`config.mk`:
```
export PLATFORM = sky130hd
export DESIGN_NAME = tau_alu
export DESIGN_NICKNAME = d
export VERILOG_FILES = /design/src/rtl/tau_alu.sv
export SDC_FILE = /design/constraint.sdc
export NUM_CORES = 1
export LEC_CHECK = 0
export CORE_ASPECT_RATIO = 0.6
export CORE_MARGIN = 2
export CORE_UTILIZATION = 40
export CTS_CLUSTER_DIAMETER = 150
export DETAILED_ROUTE_END_ITERATION = 10
export DONT_BUFFER_PORTS = 1
export SETUP_SLACK_MARGIN = 0.3
export SYNTH_ARGS = -nofsm -noshare
export SYNTH_HDL_FRONTEND = slang
export SYNTH_SLANG_ARGS = --single-unit
```
`constraint.sdc`:
```
create_clock -name clk -period 4.45 [get_ports clk]
set_input_delay 0.445 -clock clk [delete_from_list [all_inputs] [get_ports clk]]
set_output_delay 0.445 -clock clk [all_outputs]
set_load 0.05 [all_outputs]
```
`src/rtl/tau_alu.sv`:
```
// tau datapath ALU: combinational result plus a registered Z/S/CF/V flag byte.
// ADC/SBB consume the CF captured at the previous clock edge.
module tau_alu #(
   parameter int WORD_SIZE = 8
) (
   input  logic                 clk,
   input  logic                 rst_n,
   input  logic [WORD_SIZE-1:0] input_A,
   input  logic [WORD_SIZE-1:0] input_B,
   input  logic [3:0]           mode_select,
   output logic [WORD_SIZE-1:0] output_C,
   output logic [7:0]           flags
);

   localparam int W = WORD_SIZE;

   typedef enum logic [3:0] {
      OP_NOP   = 4'd0,  OP_MOV   = 4'd1,  OP_CMP   = 4'd2,  OP_TEST  = 4'd3,
      OP_SHL   = 4'd4,  OP_SHR   = 4'd5,  OP_ADD   = 4'd6,  OP_ADC   = 4'd7,
      OP_SUB   = 4'd8,  OP_SBB   = 4'd9,  OP_MUL   = 4'd10, OP_AND   = 4'd11,
      OP_OR    = 4'd12, OP_XOR   = 4'd13, OP_NOT   = 4'd14, OP_CLEAR = 4'd15
   } op_t;

   op_t            op;
   logic           carry_flag;
   logic           carry_in;
   logic           borrow_in;
   logic [W:0]     sum;
   logic [W:0]     diff;
   logic [W:0]     shl;
   logic [W:0]     shr;
   logic [2*W-1:0] prod;
   logic [W-1:0]   result;
   logic [W-1:0]   zs_src;
   logic           cf_next;
   logic           v_next;
   logic           update;
   logic           clear;
   logic [7:0]     flags_next;

   assign op         = op_t'(mode_select);
   assign carry_flag = flags[5];
   assign carry_in   = (op == OP_ADC) & carry_flag;
   assign borrow_in  = (op == OP_SBB) & carry_flag;

   // All carry/borrow arithmetic is done one bit wider so the top bit is CF.
   assign sum  = {1'b0, input_A} + {1'b0, input_B} + {{W{1'b0}}, carry_in};
   assign diff = {1'b0, input_A} - {1'b0, input_B} - {{W{1'b0}}, borrow_in};
   assign prod = {{W{1'b0}}, input_A} * {{W{1'b0}}, input_B};

   // The extra bit catches the last bit shifted out; oversized shifts give all zeros.
   assign shl = {1'b0, input_A} << input_B;
   assign shr = {input_A, 1'b0} >> input_B;

   always_comb begin
      result  = '0;
      zs_src  = '0;
      cf_next = 1'b0;
      v_next  = 1'b0;
      update  = 1'b1;
      clear   = 1'b0;
      case (op)
         OP_NOP: begin
            update = 1'b0;
         end
         OP_MOV: begin
            result = input_B;
            update = 1'b0;
         end
         OP_CMP: begin
            result  = input_A;
            zs_src  = diff[W-1:0];
            cf_next = diff[W];
            v_next  = (input_A[W-1] != input_B[W-1]) && (diff[W-1] != input_A[W-1]);
         end
         OP_TEST: begin
            result = input_A;
            zs_src = input_A & input_B;
         end
         OP_SHL: begin
            result  = shl[W-1:0];
            zs_src  = shl[W-1:0];
            cf_next = shl[W];
         end
         OP_SHR: begin
            result  = shr[W:1];
            zs_src  = shr[W:1];
            cf_next = shr[0];
         end
         OP_ADD, OP_ADC: begin
            result  = sum[W-1:0];
            zs_src  = sum[W-1:0];
            cf_next = sum[W];
            v_next  = (input_A[W-1] == input_B[W-1]) && (sum[W-1] != input_A[W-1]);
         end
         OP_SUB, OP_SBB: begin
            result  = diff[W-1:0];
            zs_src  = diff[W-1:0];
            cf_next = diff[W];
            v_next  = (input_A[W-1] != input_B[W-1]) && (diff[W-1] != input_A[W-1]);
         end
         OP_MUL: begin
            result  = prod[W-1:0];
            zs_src  = prod[W-1:0];
            cf_next = |prod[2*W-1:W];
            v_next  = |prod[2*W-1:W];
         end
         OP_AND: begin
            result = input_A & input_B;
            zs_src = input_A & input_B;
         end
         OP_OR: begin
            result = input_A | input_B;
            zs_src = input_A | input_B;
         end
         OP_XOR: begin
            result = input_A ^ input_B;
            zs_src = input_A ^ input_B;
         end
         OP_NOT: begin
            result = ~input_A;
            zs_src = ~input_A;
         end
         OP_CLEAR: begin
            clear = 1'b1;
         end
         default: begin
            update = 1'b0;
         end
      endcase
   end

   always_comb begin
      flags_next = 8'h00;
      if (!clear)
         flags_next = {(zs_src == '0), zs_src[W-1], cf_next, v_next, 4'b0000};
   end

   assign output_C = result;

   always_ff @(posedge clk or negedge rst_n) begin
      if (!rst_n)
         flags <= 8'h00;
      else if (update)
         flags <= flags_next;
   end

endmodule

```
# Word-level counts from Yosys, hierarchy flattened
# Index checks and enable logic that the tools add are counted.
# word_totals
ff_bits	8
input_bits	22
wordCells	50
# op_classes
n_addsub	4
mul	1
n_eq_ne	19
shift	2
mux	6
bitwise	6
n_reduce_logical	11
# ops
cell	count
one-hot mux 8 bit (11 select lines)	1
one-hot mux 8 bit (9 select lines)	1
equality test 4 bit (second input constant)	8
equality test 4 x 3 -> 1 bit (second input constant)	4
multiplier 8 x 8 -> 16 bit	1
OR reduction 2 bit	5
adder 8 x 8 -> 9 bit	1
adder 9 x 1 -> 9 bit	1
left shift 8 x 8 -> 9 bit	1
right shift 9 x 8 -> 9 bit	1
subtractor 8 x 8 -> 9 bit	1
subtractor 9 x 1 -> 9 bit	1
bitwise AND 8 bit	1
equality test 4 x 2 -> 1 bit (second input constant)	2
zero test 8 bit	1
2-to-1 mux 8 bit	1
NOT 8 bit	1
bitwise OR 8 bit	1
OR reduction 8 bit	1
XOR 8 bit	1
one-hot mux 1 bit (5 select lines)	1
equality test 4 x 1 -> 1 bit (second input constant)	1
zero test 4 bit	1
!= test 1 bit	3
6 further kinds	8

# Depth between registers and ports, before layout
# Gate-level depths: netlist of the first run.
# logic_depth
depth_word	7
depth_mapped	18

# Worst setup path after synthesis of the first run
# Ideal clock, no wire load.
# synth_timing
path_kind	input -> register
from	in input_B[2]
to	reg flags[4]
setup_ps	132
arrival_ps	5125
required_time_ps	4318
setup_slack_ps	-807
stages	16
path_cell_list	clkbuf_1 -> buf_1 -> nand2_1 -> fa_1 -> fa_1 -> fa_1 -> fa_1 -> inv_1 -> ha_1 -> and3_1 -> a221o_1 -> or3_1 -> a2111oi_2 -> nand4_1 -> o31ai_1 -> nand3_1
# synth_via
elab_chain_len	6
# synth_rtl
element	line_no	source
start, declared	9	input logic [WORD_SIZE-1:0] input_B,
branches (longest 4 deep; another with multiplier 8 x 8 -> 16 bit)	--	
one-hot mux 1 bit (3 select lines) *	62	case (op)
2-to-1 mux 8 bit *	135	if (!clear)
end signal, assigned	145	flags <= flags_next;
end, declared	12	output logic [7:0] flags
# Mark *: on every way between the ends.
# A chain may end at the register's enable or synchronous reset.

# Worst setup path in the final report of the first run
# layout_timing
from	in input_B[3]
to	out output_C[7]
# layout_via
elab_chain_len	3
# layout_rtl
element	line_no	source
branches (longest 2 deep; another with multiplier 8 x 8 -> 16 bit)	--	
one-hot mux 8 bit (11 select lines) *	62	
end, declared	11	output logic [WORD_SIZE-1:0] output_C,
# Marks and branches as above.

==> results of run 1 <==
-- metrics by stage --
| step | setup slack [ps] | hold WS, ps |
|---|---|---|
| 3_5_place_dp | -321 | 150 |
| 6_report | -45.5 | 505 |
| 3_3_place_gp | -332 | 150 |
| 4_1_cts | -26.9 | 505 |
| 5_1_grt | -111 | 523 |
| 2_1_floorplan | -136 | 149 |
-- layout make-up --
class / count / area [µm²] / area share
tap: 160 / 200 / 0.0348
inverter: 86 / 354 / 0.0616
timing repair buffer: 63 / 502 / 0.0872
multi-input combinational: 507 / 4520 / 0.786
clock buffer: 3 / 75.1 / 0.0131
sequential: 4 / 100 / 0.0174
-- where the power goes --
group | switching (mW) | internal [mW]
registers | 0.0229 | 0.0421
logic | 0.872 | 0.741
clock network | 0.0290 | 0.115
-- metal layers --
metal,wire [µm],part of all wire,GRT usage
met1,7980,0.46,0.433
met2,6370,0.37,0.360
met3,2660,0.15,0.121
met4,218,0.013,0.0380
met5,0,0,0
-- layout by cell type (no fill, tap or decap), drive strengths merged, types with 20 or more instances in the layout --
| cell type | n |
|---|---|
| nor2 | 65 |
| buf | 62 |
| inv | 78 |
| nor3 | 20 |
| o21ai | 25 |
| nand2 | 55 |
| ha | 66 |
| nand3 | 23 |
| fa | 40 |
| a21oi | 25 |
-- kinds of logic after synthesis --
| group | count (synthesis) | share of synthesized area |
|---|---|---|
| buf+inv | 131 | 0.109 |
| fa+ha+maj | 106 | 0.343 |
| simple gates | 227 | 0.231 |
| flops | 4 | 0.0211 |
| mux | 13 | 0.0491 |
| other cells | 1 | 0.000792 |
| compound gates | 141 | 0.216 |
| xor+xnor | 16 | 0.0296 |
-- critical path: cells and delay by family --
| family | cells | cell delay, ps |
|---|---|---|
| adders and majority gates | 6 | 2080 |
| buffers and inverters | 6 | 450 |
| and+or+nand+nor | 2 | 120 |
| xor gates and xnor gates | 1 | 170 |
| AOI/OAI and AO/OA | 3 | 770 |
-- worst max path at each step --
stage / from / endpoint / cells past startpoint
detailed placement: input_A[3] / output_C[7] / 18
global route: input_B[3] / output_C[7] / 17
global placement: input_A[3] / output_C[7] / 18
CTS: input_B[3] / output_C[7] / 18
floorplan: input_B[2] / flags[4] / 16
finish: input_B[3] / output_C[7] / 18
-- repair_timing --
action | CTS | global route
setup buffers | 9 | 2
resized for setup | 56 | 27
setup endpoints to repair | 6 | 7
hold endpoints to repair | 4 | 0
hold buffers | 1 | 0
pin swaps | 37 | 19
gates cloned | 0 | 0
==> impl_summary.md, run 1 <==
Status
The flow ran to the end, but the final reports show violations. The final reports fail on setup timing.

STA
The worst pin sits at a relative slew slack of 0.250. The number of hold violations in the final report was 0. The highest attainable clock frequency is 222 MHz. On the final layout, the worst clock skew is 5.43 ps. The slew at the pin closest to its max-slew limit is between 1000 and 1500 ps.

After layout, the minimum clock period comes to ~4500 ps. The setup violation total in the final timing report is 1. Of the available clock period, the critical path in the final layout requires 1.01. Once routing completed, OpenROAD measured the worst setup slack at -45.5 ps. The final number of max-transition violations is 0. The aggregate negative setup slack is -45.5 ps. Setup repair after global routing could not meet its margin everywhere.

Yosys
In the post-synthesis netlist, the cell with the most instances is inv_1. Synthesis instantiated between 60 and 70 different standard cells from the library. In the synthesized netlist, the cells that appear most often are inv_1, ha_1, nor2_1, nand2_1, fa_1. Synthesis handed over a netlist of around 640 instances. Yosys mapped a number of flops with a built-in enable equal to 0. After synthesis the netlist holds a flip-flop and latch count of 4.

The most common flop cell mapped by yosys is dfrtp_1. The library cell with the largest summed area after synthesis is ha_1. In the post-synthesis netlist, the biggest area contributors are ha_1, fa_1, inv_1, nor2_1, nand2_1.

The post-synth design cell area is 4740 µm². A synthesized cell averages 7.41 µm². Of the post-synthesis cell area, the dominant cell type holds 0.174. For this run, the number of Yosys warnings is 0. The post-synthesis sequential area ratio is 0.0211. Counting flops with an async set or reset pin after synthesis yields a share of 1.00.

Drt
The remaining antenna violation count after routing is 0. After the first detailed-routing iteration, the DRC count stood at between 600 and 700. For this block, the routed nets add up to around 17000 µm of wire.

The first detailed-routing pass ran for 6 iterations. The vias per cell is slightly above 6. The final routed DRC violation total is 0. The mean routed wirelength per cell is between 20 and 25 µm.

The total number of vias is approximately 5000.

Global route
For this run, the total global-route usage over all layers was measured as 0.280. The via count of the first global-routing pass came to between 4000 and 5000. The remaining global-route overflow is 0. The wire length of the first global-routing pass is around 27000 µm. Entering global routing, the biggest net connects 36 pins.

The number of antenna violations at the first check in global routing came to 0.

Clocking
In this run the number of H-tree levels came out at 1. The total number of clock tree sinks is 4. The CTS clock-pin slew for the worst setup and hold paths is 30 ps. The number of clock buffers added by TritonCTS is 3. TritonCTS built the clock tree.

The source-to-sink clock delay at the later pin of the worst-skew pair is 230 ps. The cell at the root of the clock tree is clkbuf_16. No sink is reached through more buffers than the 2 on the longest clock path.

Setup path
By instance count, the cell type seen most on the critical path is inv_2. The category of the worst setup path launch point is a primary input. The required time reported for the critical path endpoint is approximately 4000 ps.

The largest single stage delay on the critical path is around 510 ps. The register-to-register setup slack is roughly 1200 ps. The reg-to-reg startpoint is flags[5]. The endpoint identified for the worst register-to-register timing path is flags[7]. STA classifies the critical path endpoint as an output port. Data arrives at the worst endpoint at 4050 ps. The biggest fanout along the worst timing path is 12.

By startpoint and endpoint, the worst setup path is classified as in2out. The critical path goes through ha_4, inv_2, fa_1, inv_2, ha_4, inv_2, fa_1, fa_1, inv_2, ha_4, buf_6, nor2_4, nor2_2, xor2_2, a211oi_2, buf_4, o21ai_2, a211o_4. The logic depth of the worst register-to-register path is 11. Among all stages on the critical path, the largest delay is contributed by fa_1.

Placed design
The half-perimeter wire length of the detailed placement result is 13800 µm. At the end of routability-driven placement, the weighted congestion stood at around 1.0. Counting tap cells, the placed design contains a total of ~810 instances.

The placed standard-cell area is between 5000 and 6000 µm². The count of input and output buffers is 0.

Final layout
The number of non-filler instances in the completed layout is approximately 800. The area growth from synthesis to layout is 21.4%. The number of flip-flops under the largest register name is 4. The register with the highest flop count is flags. In the final layout, the share of cells above drive strength 1 is 0.223. For this run, the share of the core covered by cells in the final layout is 0.504. The fill cell total of the finished layout is 1147. After routing the design area is roughly 5800 µm². The largest registers in the layout are flags: 4 flops. The net count reported at finish is 793. The number of diodes is 0.

Run
The reported max-cap violation count is 0.

Pwr
The analysis attributes to cell leakage a power of 2.54 nW. IR analysis of the VDD net gives a maximum drop of 0.000217 V. After layout, the design draws a total of 1.82 mW. The power density over the cells is 317 nW/µm².

Floorplanning
The standard-cell row count is 30. The die outline area is about 13000 µm². For this configuration, the core starts out at a cell density of 0.415. The core area is about 11000 µm². The die is 88.3 µm tall. Measured along the x axis, the die boundary spans around 140 µm. In this run the count of I/O pins placed on the die edge is 38.

Worst hold path
The kind of path behind the tightest hold check is in2async.
(Power assumes the default switching activity.)
==> run 2, diff against run 1 <==
Settings changed: PLACE_DENSITY from default to 0.67.
==> run 2 against run 1 <==
Critical path type unchanged. Clock power about the same. Combinational power down 2%. Clock skew down 4.4 ps. Via count up 3.0%. Critical path depth unchanged. Non-clock buffer count up 1. Clock-buffer cell count unchanged. The run now ends clean.
==> impl_summary.md, run 2 (synthesized netlist as in run 1, its figures left out) <==
Clocking
The CTS clock-pin slew for the worst setup and hold paths is 30 ps. The cell at the root of the clock tree is clkbuf_16. CTS built an H-tree with a depth of 1. The longest clock path from root to sink contains 2 buffers. The clock drives 4 sinks.

TritonCTS built the clock tree. For the worst-skew pair, the clock arrives at the later sink with an insertion delay of ~230 ps. Counting the buffers created by CTS gives 3.

Final layout
The core occupancy in the finished layout is 0.503. The net count reported at finish is about 790. The top cell types in the final layout, fill and taps aside, are inv_1, ha_1, nor2_1, buf_4, nand2_1.

After routing the design area is between 5000 and 6000 µm². In the final layout, the share of cells above drive strength 1 is 0.214. The repair_antennas step left the layout with diodes totalling 0. The most common cell after layout, fill and taps aside is inv_1.

After filler insertion, the fill cell instance count of the layout stands at around 1100. The number of flip-flops under the largest register name is 4. The register with the highest flop count is flags. Compared with the post-synthesis result, the final layout area differs by 21.2%. The largest registers in the layout are flags: 4 flops.

Floorplanning
The core area is around 11000 µm². The die boundary width is approximately 140 µm. The die outline area is roughly 13000 µm². The starting density of the core is 0.415. The count of pins on the block boundary is 38. The standard-cell row count is 30. The chip height is between 80 and 90 µm.

STA
The relative slew slack is 0.216. The highest attainable clock frequency is 226 MHz. The number of hold violations in the final report is 0. The clock period minus worst slack is roughly 4400 ps. Summed over all failing endpoints, the final setup total negative slack is 0 ps.

The clock tree skew after final layout is approximately 1.0 ps. The final worst-path cycle share is 0.994. Setup repair after global routing could not meet its margin everywhere.

The setup violation total in the final timing report is 0. At the pin with the least slew margin, the transition time is between 1000 and 1500 ps. The final number of max-transition violations was 0. Final hold analysis gives a worst-case slack of slightly above 500 ps.

Pwr
Dividing total power by cell area gives a power density of around 300 nW/µm². VDD sags by at most between 0.0002 and 0.00025 V. The leakage power summed over all cells is between 2 and 3 nW.

Global route
Entering global routing, the biggest net connects 36 pins. The via count of the first global-routing pass is 4760. Across every metal layer, demand over resource in global routing totals 0.276.

The total overflow left after global routing is 0. The number of antenna violations at the first check in global routing is 0. The first global-routing pass estimated between 20000 and 30000 µm of wire.

Setup path
Data arrives at the worst endpoint at ~4000 ps. Traced cell by cell, the critical path runs through ha_4, inv_2, fa_1, inv_1, ha_1, inv_2, fa_1, fa_1, inv_2, ha_4, buf_6, nor2_4, nor2_2, xor2_2, a211oi_2, buf_4, o21ai_2, a211o_4. The critical path start-end classification is in2out. The required time reported for the critical path endpoint is 4010 ps. The cell at the slowest stage of the critical path is fa_1. Counting cells, the worst reg-to-reg path comes to 12. The worst setup path is launched from a primary input. The biggest fanout along the worst timing path is 13. For this run, the slowest stage of the critical path takes 500 ps.

The category of the worst setup path capture point is an output port.

Drt
Dividing the detail-routed wire length by the instance count gives 21.2 µm. The detailed-routing iteration count for the pre-antenna-repair pass is 7. After detailed routing, the number of vias per cell comes to 6.25. For this block, the routed nets add up to ~17000 µm of wire. After detailed routing, the number of remaining DRC violations is 0. The total number of vias is around 5200. The remaining antenna violation count after routing is 0. For this block, the initial DRC count from the detailed router was 497.

Placed design
After detailed placement, the total cell area comes to around 5200 µm². The final weighted congestion in routability-driven placement is about 1. The half-perimeter wire length of the detailed placement result is around 14000 µm. Buffers placed on the I/O ports in this run total 0.

Run
Max-cap violations in this run came to 0.

Status
The flow ran to the end, and the final reports show no timing, DRC or antenna violations.

Worst hold path
The worst hold path belongs to the class in2async.
==> run 2: layout make-up <==
type,count,area [µm²],share of cell area
inverters,86,364,0.0634
flip-flops and latches,4,100,0.0174
repair buffers,64,522,0.0908
clock buffers,3,75.1,0.0131
well taps,160,200,0.0349
multi-input cells,507,4480,0.780
==> run 2: worst paths after layout <==
check / startpoint / to / slack (ps)
min reg2reg: flags[6] / flags[6] / 840
max: input_A[3] / output_C[7] / 30
max in group asynchronous: rst_n / flags[7] / 3750
min: rst_n / flags[5] / 510
max reg2reg: flags[5] / flags[7] / 890
min in group clk: mode_select[2] / flags[4] / 540
==> run 2: power breakdown <==
part / internal (mW) / leakage [nW] / total [mW] / switching [mW]
combinational: 0.698 / 2.47 / 1.57 / 0.867
sequential: 0.0421 / 0.0526 / 0.0649 / 0.0227
clock: 0.115 / 0.0370 / 0.142 / 0.0267
total: 0.855 / 2.56 / 1.77 / 0.916
==> run 2: stage by stage <==
step / std cells / setup WS (ps) / power [mW]
2_1_floorplan: 642 / -136 / 1.08
3_3_place_gp: 806 / -297 / 1.34
3_5_place_dp: 806 / -250 / 1.38
4_1_cts: 820 / 6.55 / 1.67
5_1_grt: 824 / -80.3 / 1.91
6_report: 824 / 28.6 / 1.77
==> run 2: metal layers <==
metal  GRT usage  share of wire  vias to the layer above  wire (µm)
met5           0              0                        -          0
met3       0.122           0.17                       31       2980
li1            -              -                     2303          -
met2       0.355           0.37                      368       6480
met4      0.0415          0.013                        0        219
met1       0.422           0.45                     2449       7820
==> run 2: worst max-delay path: cells and delay by family <==
family / cells / cell delay, ps
compound gates: 3 / 720
xor+xnor: 1 / 170
fa+ha+maj: 6 / 2080
buf+inv: 6 / 450
simple gates: 2 / 120
==> run 2: what timing repair did <==
item	CTS	global route
pin swaps	35	12
endpoints found under the setup margin	6	7
setup buffers	10	4
hold buffers	1	0
hold endpoints to repair	4	0
gates resized for setup	54	24
==> run 3, diff against run 2 <==
Settings changed: CORE_UTILIZATION 40 to 51, PLACE_DENSITY 0.67 to 0.77, REMOVE_ABC_BUFFERS from default to 1.
Clock period 4.45 ns to 5.7 ns, I/O delays scaled along.
==> run 3 against run 2 <==
Routed wire length is 7.8% lower. First-iteration DRC count grew 41%. Critical path depth shrank 2. Largest power group unchanged. Design area decreased by 16%. Combinational power down 43%. Highest routed layer unchanged. Critical path type is now in2reg. Clock power down 22%.
==> impl_summary.md, run 3 (synthesized netlist as in run 1, its figures left out) <==
Final layout
The net count reported at finish is 739. The number of non-filler instances in the completed layout is about 730. In the layout the commonest cells are inv_1, ha_1, nor2_1. The number of antenna diodes in the final layout is 0. The core occupancy in the finished layout is 0.533. The fraction of final layout cells with drive strength greater than 1 is 0.0476. The register with the most flip-flops in the layout has 4 of them. Ranked by flip-flop count, first place goes to flags. In the final layout, the registers with the most flip-flops are flags: 4 flops. The library cell used most frequently in the layout, excluding fill and tap cells, is inv_1.

The fill cell total of the finished layout is 897. Summing all non-filler instances in the final layout gives an area of 4850 µm². The area growth from synthesis to layout is 2.30%.

Run
The reported max-cap violation count is 0.

STA
The slew at the pin closest to its max-slew limit is 929 ps. The worst setup slack after layout is between 400 and 500 ps. Of the available clock period, the critical path in the final layout requires 0.924. The clock period minus worst slack is about 5300 ps. The highest attainable clock frequency is about 190 MHz. Setup violations remaining at the end of the flow were counted as 0. Setup repair after global routing left no endpoint under its margin.

The number of hold violations in the final report is 0. Clock skew on the completed layout was measured at approximately 0.52 ps. The tightest hold path in the finished design has a slack of 39.8 ps. The final number of max-transition violations is 0.

The worst pin sits at a relative slew slack of 0.379. The aggregate negative setup slack is 0 ps.

Setup path
The category of the worst setup path launch point is a primary input. The signal on the critical path passes through inv_1, nor2_1, fa_1, inv_1, fa_1, fa_1, fa_1, inv_1, ha_1, or2_2, a31oi_1, o31ai_1, a211oi_1, o2bb2ai_1, o31ai_1, nand2_1. Data arrives at the worst endpoint at between 5000 and 6000 ps. The biggest fanout along the worst timing path is 13. By instance count, the cell type seen most on the critical path is fa_1. The critical path start-end classification is in2reg. The required time reported for the critical path endpoint is ~5800 ps. The delay contributed by the slowest stage of the critical path is around 550 ps.

STA classifies the critical path endpoint as a flip-flop. For flop-to-flop paths, the worst setup slack is around 2100 ps. The cell at the slowest stage of the critical path is fa_1.

Status
The flow ran to the end, and the final reports show no timing, DRC or antenna violations.

Pwr
The total design power is approximately 1.1 mW. The leakage power summed over all cells is about 2.3 nW. The total internal power is between 400 and 500 µW. The share of total power dissipated in sequential elements is 0.051.

The switching share of power is 0.553. The worst-case IR drop observed on VDD is roughly 0.00020 V. For this design the ratio of total power to cell area is approximately 220 nW/µm².

The net load switching power is approximately 580 µW. The share of total power dissipated in the clock network is 0.105. The combinational cell fraction of total power is 0.844.

Clocking
After clock tree synthesis, the repair step resized 0 gates. The number of buffers on the longest clock path is 2. TritonCTS built the clock tree.

TritonCTS created 3 clock buffers. The cell at the root of the clock tree is clkbuf_16. CTS built an H-tree with a depth of 1.

The total number of clock tree sinks is 4. The CTS clock-pin slew for the worst setup and hold paths is 30 ps. The source-to-sink clock delay at the later pin of the worst-skew pair is between 200 and 250 ps.

Hold repair after CTS inserted 0 buffers. After clock tree synthesis, the setup repair step added 0 buffers.

Global route
The first global-routing pass estimated between 20000 and 30000 µm of wire. After global routing the overflow that remains totals 0. The overall track demand over capacity in global routing is 0.327. The via count of the first global-routing pass came to approximately 4600. The number of antenna violations at the first check in global routing was 0. The pin count of the biggest net entering global routing is 36.

Drt
The total number of vias is around 5000. The mean routed wirelength per cell is 22.2 µm. For this block, the initial DRC count from the detailed router was approximately 700.

After detailed routing, the number of remaining DRC violations is 0. The count of nets left with antenna violations once routing finished came out at 0. Summed over all layers, the routed wires come to around 16000 µm. After detailed routing, the number of vias per cell comes to ~6.8.

Before antenna repair, the detailed router went through 6 iterations.

Placed design
The half-perimeter wire length of the detailed placement result is about 13000 µm. In this run, placement finished with an instance count of roughly 720. Routability-driven placement finished with a final weighted congestion of around 1.0. The placed standard-cell area is between 4000 and 5000 µm². The count of input and output buffers is 0. At the placement stage, the worst setup path has a slack of approximately 280 ps.

Floorplanning
The floorplan step set the die width to ~130 µm. The count of pins on the block boundary is 38. The core area is about 9100 µm². The starting density of the core is 0.521. The floorplan has 27 rows. The floorplan step defined a die boundary enclosing between 10000 and 15000 µm². Measured along the y axis, the die boundary spans 78.7 µm.

Worst hold path
The kind of path behind the tightest hold check is in2async.
## run 3: cell type report
class	instances	area (µm²)	share of cell area
clock buffer	3	75.1	0.0155
inverter	86	323	0.0666
multi-input combinational	507	4140	0.853
sequential	4	100	0.0207
tap	116	145	0.0300
timing repair buffer	9	67.6	0.0139
## run 3: worst paths after layout
path	depth (start not counted)	from	to
worst max-delay path	16	input_A[5]	flags[5]
worst min-delay path	0	rst_n	flags[7]
max in group asynchronous	0	rst_n	flags[5]
worst max register to register	11	flags[5]	flags[7]
worst min register to register	1	flags[6]	flags[6]
min in group clk	3	mode_select[2]	flags[4]
## run 3: worst max-delay path: cells and delay by family
kind                       cells  cell delay, ps
adders and majority gates      5            2420
AOI/OAI and AO/OA              5            1320
and+or+nand+nor                3             600
buffers and inverters          3             410
## run 3: power groups by stage
stage / Combinational [mW] / Clock (mW) / Sequential [mW]
2_1_floorplan: 0.678 / 0 / 0.0522
3_3_place_gp: 0.839 / 0 / 0.0543
3_5_place_dp: 0.863 / 0 / 0.0543
4_1_cts: 0.873 / 0.113 / 0.0542
5_1_grt: 0.995 / 0.114 / 0.0549
6_report: 0.891 / 0.111 / 0.0544
## run 3: per-layer routing
layer | vias to the layer above | share of wire | wire [µm] | GRT usage
met2 | 373 | 0.40 | 6470 | 0.466
met5 | - | 0 | 0 | 0
li1 | 2183 | - | - | -
met3 | 18 | 0.16 | 2550 | 0.107
met1 | 2335 | 0.43 | 6950 | 0.487
met4 | 0 | 0.0094 | 151 | 0.0462
